File: src/rtl/gnn_layer_seq_pkg.sv
// Shared types and width/clamp helpers for the sequential two-layer graph engine.
// Clamping helpers are only referenced when GNN_SAT_EN is defined.
package gnn_pkg;

    typedef enum logic [1:0] {
        IDLE = 2'd0,
        L1   = 2'd1,
        L2   = 2'd2,
        DONE = 2'd3
    } state_t;

    // Aggregated input feature width: room for N_NODES additions.
    function automatic int calc_aw(input int iw, input int n_nodes);
        return iw + $clog2(n_nodes);
    endfunction

    // Full-precision dot-product width for n_terms products of aw x ww.
    function automatic int calc_pw(input int aw, input int ww, input int n_terms);
        return aw + ww + $clog2(n_terms) + 1;
    endfunction

    // Aggregated hidden width; the extra bit makes the unsigned sum signed.
    function automatic int calc_haw(input int hw, input int n_nodes);
        return hw + $clog2(n_nodes) + 1;
    endfunction

    function automatic int calc_yfw(input int hw, input int ww, input int n_nodes, input int n_hid);
        return calc_pw(calc_haw(hw, n_nodes), ww, n_hid);
    endfunction

    function automatic logic signed [63:0] sat_u(input logic signed [63:0] v, input int w);
        logic signed [63:0] max_v;
        max_v = (64'sd1 <<< w) - 64'sd1;
        if (v < 64'sd0) return 64'sd0;
        if (v > max_v) return max_v;
        return v;
    endfunction

    function automatic logic signed [63:0] sat_s(input logic signed [63:0] v, input int w);
        logic signed [63:0] max_v;
        logic signed [63:0] min_v;
        max_v = (64'sd1 <<< (w - 1)) - 64'sd1;
        min_v = -(64'sd1 <<< (w - 1));
        if (v > max_v) return max_v;
        if (v < min_v) return min_v;
        return v;
    endfunction

endpackage

File: src/rtl/gnn_layer_seq_if.sv
// Job bundle and result handshake of gnn_layer_seq.
// Both sides use valid/ready: a transfer happens on a clock edge where valid and ready are both high.
interface gnn_layer_seq_if #(
    parameter int N_NODES = 4,
    parameter int N_IN    = 4,
    parameter int N_HID   = 4,
    parameter int N_OUT   = 2,
    parameter int IW      = 5,
    parameter int WW      = 5,
    parameter int OW      = 21
) ();
    logic                          in_valid;
    logic                          in_ready;
    logic [N_NODES*N_IN*IW-1:0]    x;
    logic [N_HID*N_IN*WW-1:0]      w1;
    logic [N_OUT*N_HID*WW-1:0]     w2;
    logic [N_NODES*N_NODES-1:0]    adj;
    logic                          out_valid;
    logic                          out_ready;
    logic [N_NODES*N_OUT*OW-1:0]   y;

    modport master (
        output in_valid, x, w1, w2, adj, out_ready,
        input  in_ready, out_valid, y
    );

    modport slave (
        input  in_valid, x, w1, w2, adj, out_ready,
        output in_ready, out_valid, y
    );
endinterface

File: src/rtl/gnn_row_mac.sv
// Signed dot product of one aggregated vector with one weight row, kept at full precision.
module gnn_row_mac
    import gnn_pkg::*;
#(
    parameter int N_TERMS = 4,
    parameter int AWID    = 7,
    parameter int WWID    = 5,
    localparam int DWID   = calc_pw(AWID, WWID, N_TERMS)
) (
    input  logic [N_TERMS*AWID-1:0] i_vec,
    input  logic [N_TERMS*WWID-1:0] i_wrow,
    output logic signed [DWID-1:0]  o_dot
);
    always_comb begin
        o_dot = '0;
        for (int t = 0; t < N_TERMS; t++) begin
            o_dot = o_dot + DWID'($signed(i_vec[t*AWID +: AWID])) *
                            DWID'($signed(i_wrow[t*WWID +: WWID]));
        end
    end
endmodule

File: src/rtl/gnn_layer_seq.sv
// Sequential two-layer graph network: one node per cycle through L1 (aggregate, dense, ReLU) then L2.
// Optional GNN_SAT_EN clamps hidden and output values instead of truncating them.
module gnn_layer_seq
    import gnn_pkg::*;
#(
    parameter int N_NODES = 4,
    parameter int N_IN    = 4,
    parameter int N_HID   = 4,
    parameter int N_OUT   = 2,
    parameter int IW      = 5,
    parameter int WW      = 5,
    parameter int HW      = 13,
    parameter int OW      = 21
) (
    input  logic           clk,
    input  logic           rst,
    gnn_layer_seq_if.slave bus,
    output state_t         o_state
);
    localparam int AW  = calc_aw(IW, N_NODES);
    localparam int HAW = calc_haw(HW, N_NODES);
    localparam int PW1 = calc_pw(AW, WW, N_IN);
    localparam int YFW = calc_yfw(HW, WW, N_NODES, N_HID);
    localparam int CW  = (N_NODES > 1) ? $clog2(N_NODES) : 1;

    state_t                        r_state;
    state_t                        w_state_nxt;
    logic [CW-1:0]                 r_cnt;
    logic [N_NODES*N_IN*IW-1:0]    r_x;
    logic [N_HID*N_IN*WW-1:0]      r_w1;
    logic [N_OUT*N_HID*WW-1:0]     r_w2;
    logic [N_NODES*N_NODES-1:0]    r_adj;
    logic [N_NODES*N_HID*HW-1:0]   r_h;
    logic [N_NODES*N_OUT*OW-1:0]   r_y;

    logic                          w_in_ready;
    logic                          w_out_valid;
    logic                          w_accept;
    logic                          w_last;
    logic [N_IN*AW-1:0]            w_agg1;
    logic [N_HID*HAW-1:0]          w_agg2;
    logic signed [PW1-1:0]         w_dot1 [N_HID];
    logic signed [YFW-1:0]         w_dot2 [N_OUT];
    logic [N_HID*HW-1:0]           w_h_row;
    logic [N_OUT*OW-1:0]           w_y_row;

    assign w_last   = (r_cnt == CW'(N_NODES - 1));
    assign w_accept = bus.in_valid && w_in_ready;

    // ---------------- FSM ----------------
    always_ff @(posedge clk) begin
        if (rst) r_state <= IDLE;
        else     r_state <= w_state_nxt;
    end

    always_comb begin
        w_state_nxt = r_state;
        case (r_state)
            IDLE:    if (bus.in_valid)  w_state_nxt = L1;
            L1:      if (w_last)        w_state_nxt = L2;
            L2:      if (w_last)        w_state_nxt = DONE;
            DONE:    if (bus.out_ready) w_state_nxt = IDLE;
            default:                    w_state_nxt = IDLE;
        endcase
    end

    always_comb begin
        w_in_ready  = (r_state == IDLE);
        w_out_valid = (r_state == DONE);
    end

    assign bus.in_ready  = w_in_ready;
    assign bus.out_valid = w_out_valid;
    assign bus.y         = r_y;
    assign o_state       = r_state;

    // ---------------- Aggregation over the current node's adjacency row ----------------
    always_comb begin
        logic signed [AW-1:0] acc;
        w_agg1 = '0;
        for (int i = 0; i < N_IN; i++) begin
            acc = '0;
            for (int j = 0; j < N_NODES; j++) begin
                if (r_adj[int'(r_cnt)*N_NODES + j])
                    acc = acc + AW'($signed(r_x[(j*N_IN + i)*IW +: IW]));
            end
            w_agg1[i*AW +: AW] = acc;
        end
    end

    // Hidden values are non-negative, so they are zero-extended before the signed sum.
    always_comb begin
        logic signed [HAW-1:0] acc;
        w_agg2 = '0;
        for (int k = 0; k < N_HID; k++) begin
            acc = '0;
            for (int j = 0; j < N_NODES; j++) begin
                if (r_adj[int'(r_cnt)*N_NODES + j])
                    acc = acc + $signed(HAW'(r_h[(j*N_HID + k)*HW +: HW]));
            end
            w_agg2[k*HAW +: HAW] = acc;
        end
    end

    // ---------------- Dense rows ----------------
    for (genvar k = 0; k < N_HID; k++) begin : g_l1_mac
        gnn_row_mac #(
            .N_TERMS (N_IN),
            .AWID    (AW),
            .WWID    (WW)
        ) u_mac (
            .i_vec  (w_agg1),
            .i_wrow (r_w1[k*N_IN*WW +: N_IN*WW]),
            .o_dot  (w_dot1[k])
        );
    end

    for (genvar o = 0; o < N_OUT; o++) begin : g_l2_mac
        gnn_row_mac #(
            .N_TERMS (N_HID),
            .AWID    (HAW),
            .WWID    (WW)
        ) u_mac (
            .i_vec  (w_agg2),
            .i_wrow (r_w2[o*N_HID*WW +: N_HID*WW]),
            .o_dot  (w_dot2[o])
        );
    end

    // ---------------- ReLU and single narrowing at store time ----------------
    always_comb begin
        logic signed [63:0] v;
        w_h_row = '0;
        for (int k = 0; k < N_HID; k++) begin
            v = 64'(w_dot1[k]);
            if (v < 64'sd0) v = 64'sd0;
`ifdef GNN_SAT_EN
            v = sat_u(v, HW);
`endif
            w_h_row[k*HW +: HW] = v[HW-1:0];
        end
    end

    always_comb begin
        logic signed [63:0] v;
        w_y_row = '0;
        for (int o = 0; o < N_OUT; o++) begin
            v = 64'(w_dot2[o]);
`ifdef GNN_SAT_EN
            v = sat_s(v, OW);
`endif
            w_y_row[o*OW +: OW] = v[OW-1:0];
        end
    end

    // ---------------- Datapath registers ----------------
    always_ff @(posedge clk) begin
        if (rst) begin
            r_cnt <= '0;
            r_x   <= '0;
            r_w1  <= '0;
            r_w2  <= '0;
            r_adj <= '0;
            r_h   <= '0;
            r_y   <= '0;
        end else begin
            case (r_state)
                IDLE: begin
                    if (w_accept) begin
                        r_x   <= bus.x;
                        r_w1  <= bus.w1;
                        r_w2  <= bus.w2;
                        r_adj <= bus.adj;
                        r_cnt <= '0;
                    end
                end
                L1: begin
                    r_h[int'(r_cnt)*N_HID*HW +: N_HID*HW] <= w_h_row;
                    r_cnt <= w_last ? '0 : r_cnt + CW'(1);
                end
                L2: begin
                    r_y[int'(r_cnt)*N_OUT*OW +: N_OUT*OW] <= w_y_row;
                    r_cnt <= w_last ? '0 : r_cnt + CW'(1);
                end
                default: ;
            endcase
        end
    end

endmodule
File: src/flat_wrapper.sv
// flat-port wrapper written by rule: the top's interface ports become plain ports
module gnn_layer_seq_flat import gnn_pkg::*;
#(
    parameter int N_NODES = 4,
    parameter int N_IN    = 4,
    parameter int N_HID   = 4,
    parameter int N_OUT   = 2,
    parameter int IW      = 5,
    parameter int WW      = 5,
    parameter int HW      = 13,
    parameter int OW      = 21
)
  (clk, rst, o_state, bus_in_valid, bus_x, bus_w1, bus_w2, bus_adj, bus_out_ready, bus_in_ready, bus_out_valid, bus_y);
  gnn_layer_seq_if #(.N_NODES(N_NODES), .N_IN(N_IN), .N_HID(N_HID), .N_OUT(N_OUT), .IW(IW), .WW(WW), .OW(OW)) bus_i ();
  input  logic clk;
  input  logic rst;
  output state_t o_state;
  input wire logic [$bits(bus_i.in_valid)-1:0] bus_in_valid;
  input wire logic [$bits(bus_i.x)-1:0] bus_x;
  input wire logic [$bits(bus_i.w1)-1:0] bus_w1;
  input wire logic [$bits(bus_i.w2)-1:0] bus_w2;
  input wire logic [$bits(bus_i.adj)-1:0] bus_adj;
  input wire logic [$bits(bus_i.out_ready)-1:0] bus_out_ready;
  output wire logic [$bits(bus_i.in_ready)-1:0] bus_in_ready;
  output wire logic [$bits(bus_i.out_valid)-1:0] bus_out_valid;
  output wire logic [$bits(bus_i.y)-1:0] bus_y;
  assign bus_i.in_valid = bus_in_valid;
  assign bus_i.x = bus_x;
  assign bus_i.w1 = bus_w1;
  assign bus_i.w2 = bus_w2;
  assign bus_i.adj = bus_adj;
  assign bus_i.out_ready = bus_out_ready;
  assign bus_in_ready = bus_i.in_ready;
  assign bus_out_valid = bus_i.out_valid;
  assign bus_y = bus_i.y;
  gnn_layer_seq #(.N_NODES(N_NODES), .N_IN(N_IN), .N_HID(N_HID), .N_OUT(N_OUT), .IW(IW), .WW(WW), .HW(HW), .OW(OW)) u_core (.clk(clk), .rst(rst), .bus(bus_i), .o_state(o_state));
endmodule
File: config.mk
export PLATFORM = sky130hd
export DESIGN_NAME = gnn_layer_seq_flat
export DESIGN_NICKNAME = d
export VERILOG_FILES = /design/src/rtl/gnn_layer_seq_pkg.sv /design/src/rtl/gnn_layer_seq_if.sv /design/src/rtl/gnn_row_mac.sv /design/src/rtl/gnn_layer_seq.sv /design/src/flat_wrapper.sv
export SDC_FILE = /design/constraint.sdc
export NUM_CORES = 2
export LEC_CHECK = 0
export CORE_UTILIZATION = 55
export CTS_CLUSTER_DIAMETER = 200
export DETAILED_ROUTE_END_ITERATION = 8
export PLACE_DENSITY = 0.74
export REMOVE_ABC_BUFFERS = 1
export SLEW_MARGIN = 20
export SYNTH_ARGS = -nofsm -noshare
export SYNTH_HDL_FRONTEND = slang
export SYNTH_HIERARCHICAL = 1
export SYNTH_SLANG_ARGS = --single-unit
File: constraint.sdc
create_clock -name clk -period 33.4 [get_ports clk]
set_input_delay 5.01 -clock clk [delete_from_list [all_inputs] [get_ports clk]]
set_output_delay 5.01 -clock clk [all_outputs]
set_load 0.1 [all_outputs]
=== After elaboration in Yosys (flattened, before gate mapping) ===
Index checks and enable logic that the tools add are counted.
Widths: inputs -> output; s select.

* Input port bits: 220
* Output and inout port bits: 172
* Register bits: 596
* Logic and storage cells: 167

* Muxes and demuxes: 57
* Equality and inequality tests: 9
* $lt $le $gt $ge: 8
* Shift operators: 4
* Add/sub/neg operators: 48
* Reduce and logical (&&, ||, !) cells: 7
* Multipliers: 26

{| class="wikitable"
|+ Operator list
! cell !! count
|-
| $bwmux 208 || 1
|-
| $shift 52x33->208 const A || 1
|-
| $shiftx 52x33->208 || 1
|-
| $mul 7x5->12 || 16
|-
| $mux 16 || 12
|-
| $bwmux 168 || 1
|-
| $mul 16x5->21 || 8
|-
| $shift 42x33->168 const A || 1
|-
| $shiftx 42x33->168 || 1
|-
| $add 16x14->16 || 8
|-
| $add 21x21->21 || 6
|-
| $mux 7 || 16
|-
| $mux 13 || 8
|-
| $add 7x5->7 || 12
|-
| $neg 32->33 || 2
|-
| $add 14x12->15 || 4
|-
| $lt 15x1->1 const B || 4
|-
| $add 13x12->14 || 4
|-
| $add 13x13->14 || 4
|-
| $add 12x12->13 || 4
|-
| $lt 32x6->1 const B || 1
|-
| $bmux 1 s4 || 3
|-
| $mux 2 || 6
|-
| $add 4x2->5 const B || 2
|-
| other kinds (20) || 33
|}

=== Longest topological paths before layout ===
* Depth in word-level cells: 17
* Depth in mapped cells: 67
* Mapped depth without buffers: 61

=== Cells and area by module ===
The synthesis kept the hierarchy.

{| class="wikitable"
|+ By module, submodules not included
! module !! times used !! area each (µm²) !! seq. area each (µm²) !! cells an instance
|-
| gnn_layer_seq || 1 || 38635.8 || 11931.4 || 5133
|-
| gnn_row_mac (u_core.g_l1_mac[0].u_mac ...) || 4 || 6241.0 || 0.0 || 643
|-
| gnn_row_mac (u_core.g_l2_mac[1].u_mac) || 1 || 12027.8 || 0.0 || 1295
|-
| gnn_row_mac (u_core.g_l2_mac[0].u_mac) || 1 || 11888.9 || 0.0 || 1278
|}

=== Worst setup path after synthesis ===
Ideal clock, no wire load.

* Kind: register -> register
* Start point: reg u_core.r_cnt[0]
* End point: reg u_core.r_y[111], in the netlist u_core/bus.y[111]
* Stages on the path, launching flop included: 55
* Library setup time: 0.128 ns
* Buffers on the path: 6
* Data required time: 33.272 ns
* Slack: 20.023 ns
* Period minus slack after synthesis: 13.377 ns
* Data arrival time: 13.250 ns
* Cell sequence: dfxtp_1 buf_6 mux4_2 buf_6 buf_2 buf_2 clkbuf_1 buf_2 nand2_1 inv_1 ha_1 maj3_1 o21ba_2 o211a_1 o2bb2ai_1 nor2_1 a211oi_1 o21ai_0 [... 19 more ...] fa_1 fa_1 fa_1 inv_1 fa_1 inv_1 ha_1 a21o_1 a21oi_1 nor4b_1 a21oi_1 xor2_1 mux2i_1 nor3_1 mux4_2 a22o_1 a22oi_1 nor2_1

{| class="wikitable"
|+ RTL lines
! what !! RTL line !! text
|-
| from (decl) || gnn_layer_seq.sv:28 || <nowiki>logic [CW-1:0] r_cnt;</nowiki>
|-
| from (signal assigned) || gnn_layer_seq.sv:179 || <nowiki>r_cnt <= w_last ? '0 : r_cnt + CW'(1);</nowiki>
|-
| from (signal assigned) || gnn_layer_seq.sv:183 || <nowiki>r_cnt <= w_last ? '0 : r_cnt + CW'(1);</nowiki>
|-
| to (signal, indexed assignment) || gnn_layer_seq.sv:182 || <nowiki>r_y[int'(r_cnt)*N_OUT*OW +: N_OUT*OW] <= w_y_row;</nowiki>
|-
| to (decl) || gnn_layer_seq.sv:34 || <nowiki>logic [N_NODES*N_OUT*OW-1:0] r_y;</nowiki>
|}

==> metrics.md <==
| Metric | Value |
|---|---|
| Status | `complete, no violations` |
| Vias in the first global route | `76200` |
| Total power draw | `10.0 mW` |
| Max cap viols | `0` |
| Final Hold Fails | `0` |
| CP max-delay cell | `dfxtp_1` |
| Area growth from synthesis to layout | `10.1%` |
| Syn Inst Count | `10100` |
| Switch share | `60.6%` |
| Sink Count | `596` |
| Gate power share | `81.8%` |
| CTS tree | `yes` |
| Met3 Use GR | `4.89%` |
| Worst path required time | `34.04 ns` |
| Crit path max-delay family | `adder cells` |
| Placer Congestion | `1.06` |
| IO Port Bufs | `391` |
| Share of post-route cells with drive strength above 1 | `4.62%` |
| Synth Area per Inst | `8.52 um2` |
| Met1 Track Usage GR | `42.1%` |
| Leak Pwr | `43.5 nW` |
| Total of fill cells in the finished design | `13400` |
| M2 GR Usage | `60.6%` |
| PwrDens | `106 nW/um2` |
| CTS root buf | `clkbuf_16` |
| Skew final | `0.0685 ns` |
| WS Path Type | `reg -> reg` |
| WP data arrival | `16.45 ns` |
| Clock share of power | `8.5%` |
| TritonCTS buffer count | `74` |
| Final #Nets | `12500` |
| Endpoint type of the worst setup path | `flop` |
| Clk pin slew, worst setup/hold paths | `0.06 ns` |
| Critical Path Source Type | `flop` |
| Worst Path Max Fanout | `51` |
| DR pass1 iterations | `8` |
| Max_slew headroom | `13.0%` |
| Chip width | `397 um` |
| Ys Warns | `6` |
| Num rows | `144` |
| Reg area | `11900 um2` |
| Placed Cells | `12200` |
| Routed WL per cell | `22.5 um` |
| Antenna violations before repair | `7` |
| Die Y | `397 um` |
| Worst vdd ir | `0.142 mV` |
| Fin crit period | `15.81 ns` |
| Die area | `158000 um2` |
| Final Setup Violations | `0` |
| Final hold slack | `0.458 ns` |
| Initial Util | `55.6%` |
| CP Buf/Inv Count | `6` |
| Critical path's most frequent cell | `fa_1` |
| Vias per cell | `5.88` |
| Pins Over Slew Limit | `0` |
| Min-Delay Path Class | `reg -> reg` |
| DRC viols | `0` |
| Post-CTS Setup Repair Bufs | `0` |
| Post-cts sizing count | `0` |
| Final Instance Count excl. Fillers | `12400` |
| Most common cell after layout, fill and taps aside | `inv_1` |
| DR vias | `72800` |
| First-pass GRT wire length | `434000 um` |
| Post-place setup slack | `17.46 ns` |
| Max incr delay on CP | `0.82 ns` |
| Final WL | `278000 um` |
| PnR worst setup slack | `17.59 ns` |
| Design area | `94700 um2` |
| Sequential power share | `9.6%` |
| Final period util | `47.3%` |
| I/O pins | `392` |
| Post-DP Area | `92100 um2` |
| Sw Pwr | `6.09 mW` |
| Slew at the pin closest to its max-slew limit | `1.29 ns` |
| Hold Buf Count CTS | `0` |
| Total Routing Usage GR | `35.6%` |
| Multi-input gate area in the final layout | `66700 um2` |
| Worst skew pair latency | `0.73 ns` |
| # H-tree levels | `3` |
| CTS Buffer Depth | `3` |
| Post-Synthesis Cell Area | `86000 um2` |
| Antenna viol nets, final | `0` |
| Max Clk Rate | `0.0633 GHz` |
| Setup TNS | `0 ns` |
| Core area | `155000 um2` |
| Pint | `3.96 mW` |
| Most frequent cells in the layout | `inv_1, fa_1, nand2_1, nor2_1, ha_1` |
| DR iter-0 viols | `6197` |
| Most used routing layer | `met2` |
| Dpl hpwl | `222000 um` |
| GR Overflow Total | `0` |
| Largest net degree at the start of global routing | `200` |
| RSZ-0062 raised after global routing | `no` |
| Post-layout util | `61.3%` |
==> path summary, 6_finish.rpt <==
| path | startpoint | end | slack [ns] | depth (start not counted) |
|---|---|---|---|---|
| max | u_core/r_cnt[1] | u_core/bus.y[43] | 17.59 | 52 |
| min | u_core/r_adj[14] | u_core/r_adj[14] | 0.46 | 2 |
| max reg2reg | u_core/r_cnt[1] | u_core/bus.y[43] | 17.59 | 52 |
| min reg2reg | u_core/r_adj[14] | u_core/r_adj[14] | 0.46 | 2 |
==> layer usage <==
| layer | routed length (um) | part of all wire, % | vias to the layer above |
|---|---|---|---|
| li1 | - | - | 32600 |
| met1 | 104000 | 37 | 36200 |
| met2 | 134000 | 48 | 3069 |
| met3 | 18700 | 6.7 | 896 |
| met4 | 22000 | 7.9 | 2 |
| met5 | 13 | 0.0047 | - |
==> power by group through the flow <==
| stage | Clock (mW) | Combinational [mW] | Sequential, mW |
|---|---|---|---|
| detailed placement | 0 | 7.97 | 0.976 |
| global placement | 0 | 7.84 | 0.972 |
| global route | 0.897 | 8.81 | 0.976 |
| finish | 0.857 | 8.22 | 0.967 |
| floorplan | 0 | 4.92 | 1.07 |
| CTS | 0.868 | 8.02 | 0.961 |
==> registers in the layout, indices dropped and copies added (netlist names) <==
signal,count
u_core/r_x,80
u_core/r_w2,40
u_core/r_h,208
u_core/r_adj,16
u_core/r_cnt,2
u_core/o_state,2
u_core/r_w1,80
u_core/bus.y,168
==> final cells by class <==
cell class	instances	share of cell area [%]
repair buffers	510	5.11
clock buffers	98	2.11
clock inverters	38	0.610
multi-input cells	7453	70.4
flip-flops and latches	596	12.6
diodes	4	0.0106
inverters	1634	6.47
well taps	2044	2.70
==> worst min-delay path, cell delays in order (launching register included) <==
cell,delay [ns]
dfxtp_1,0.31
nand2_1,0.05
a21oi_1,0.05
Note: power is estimated with default switching activity, not from simulation.
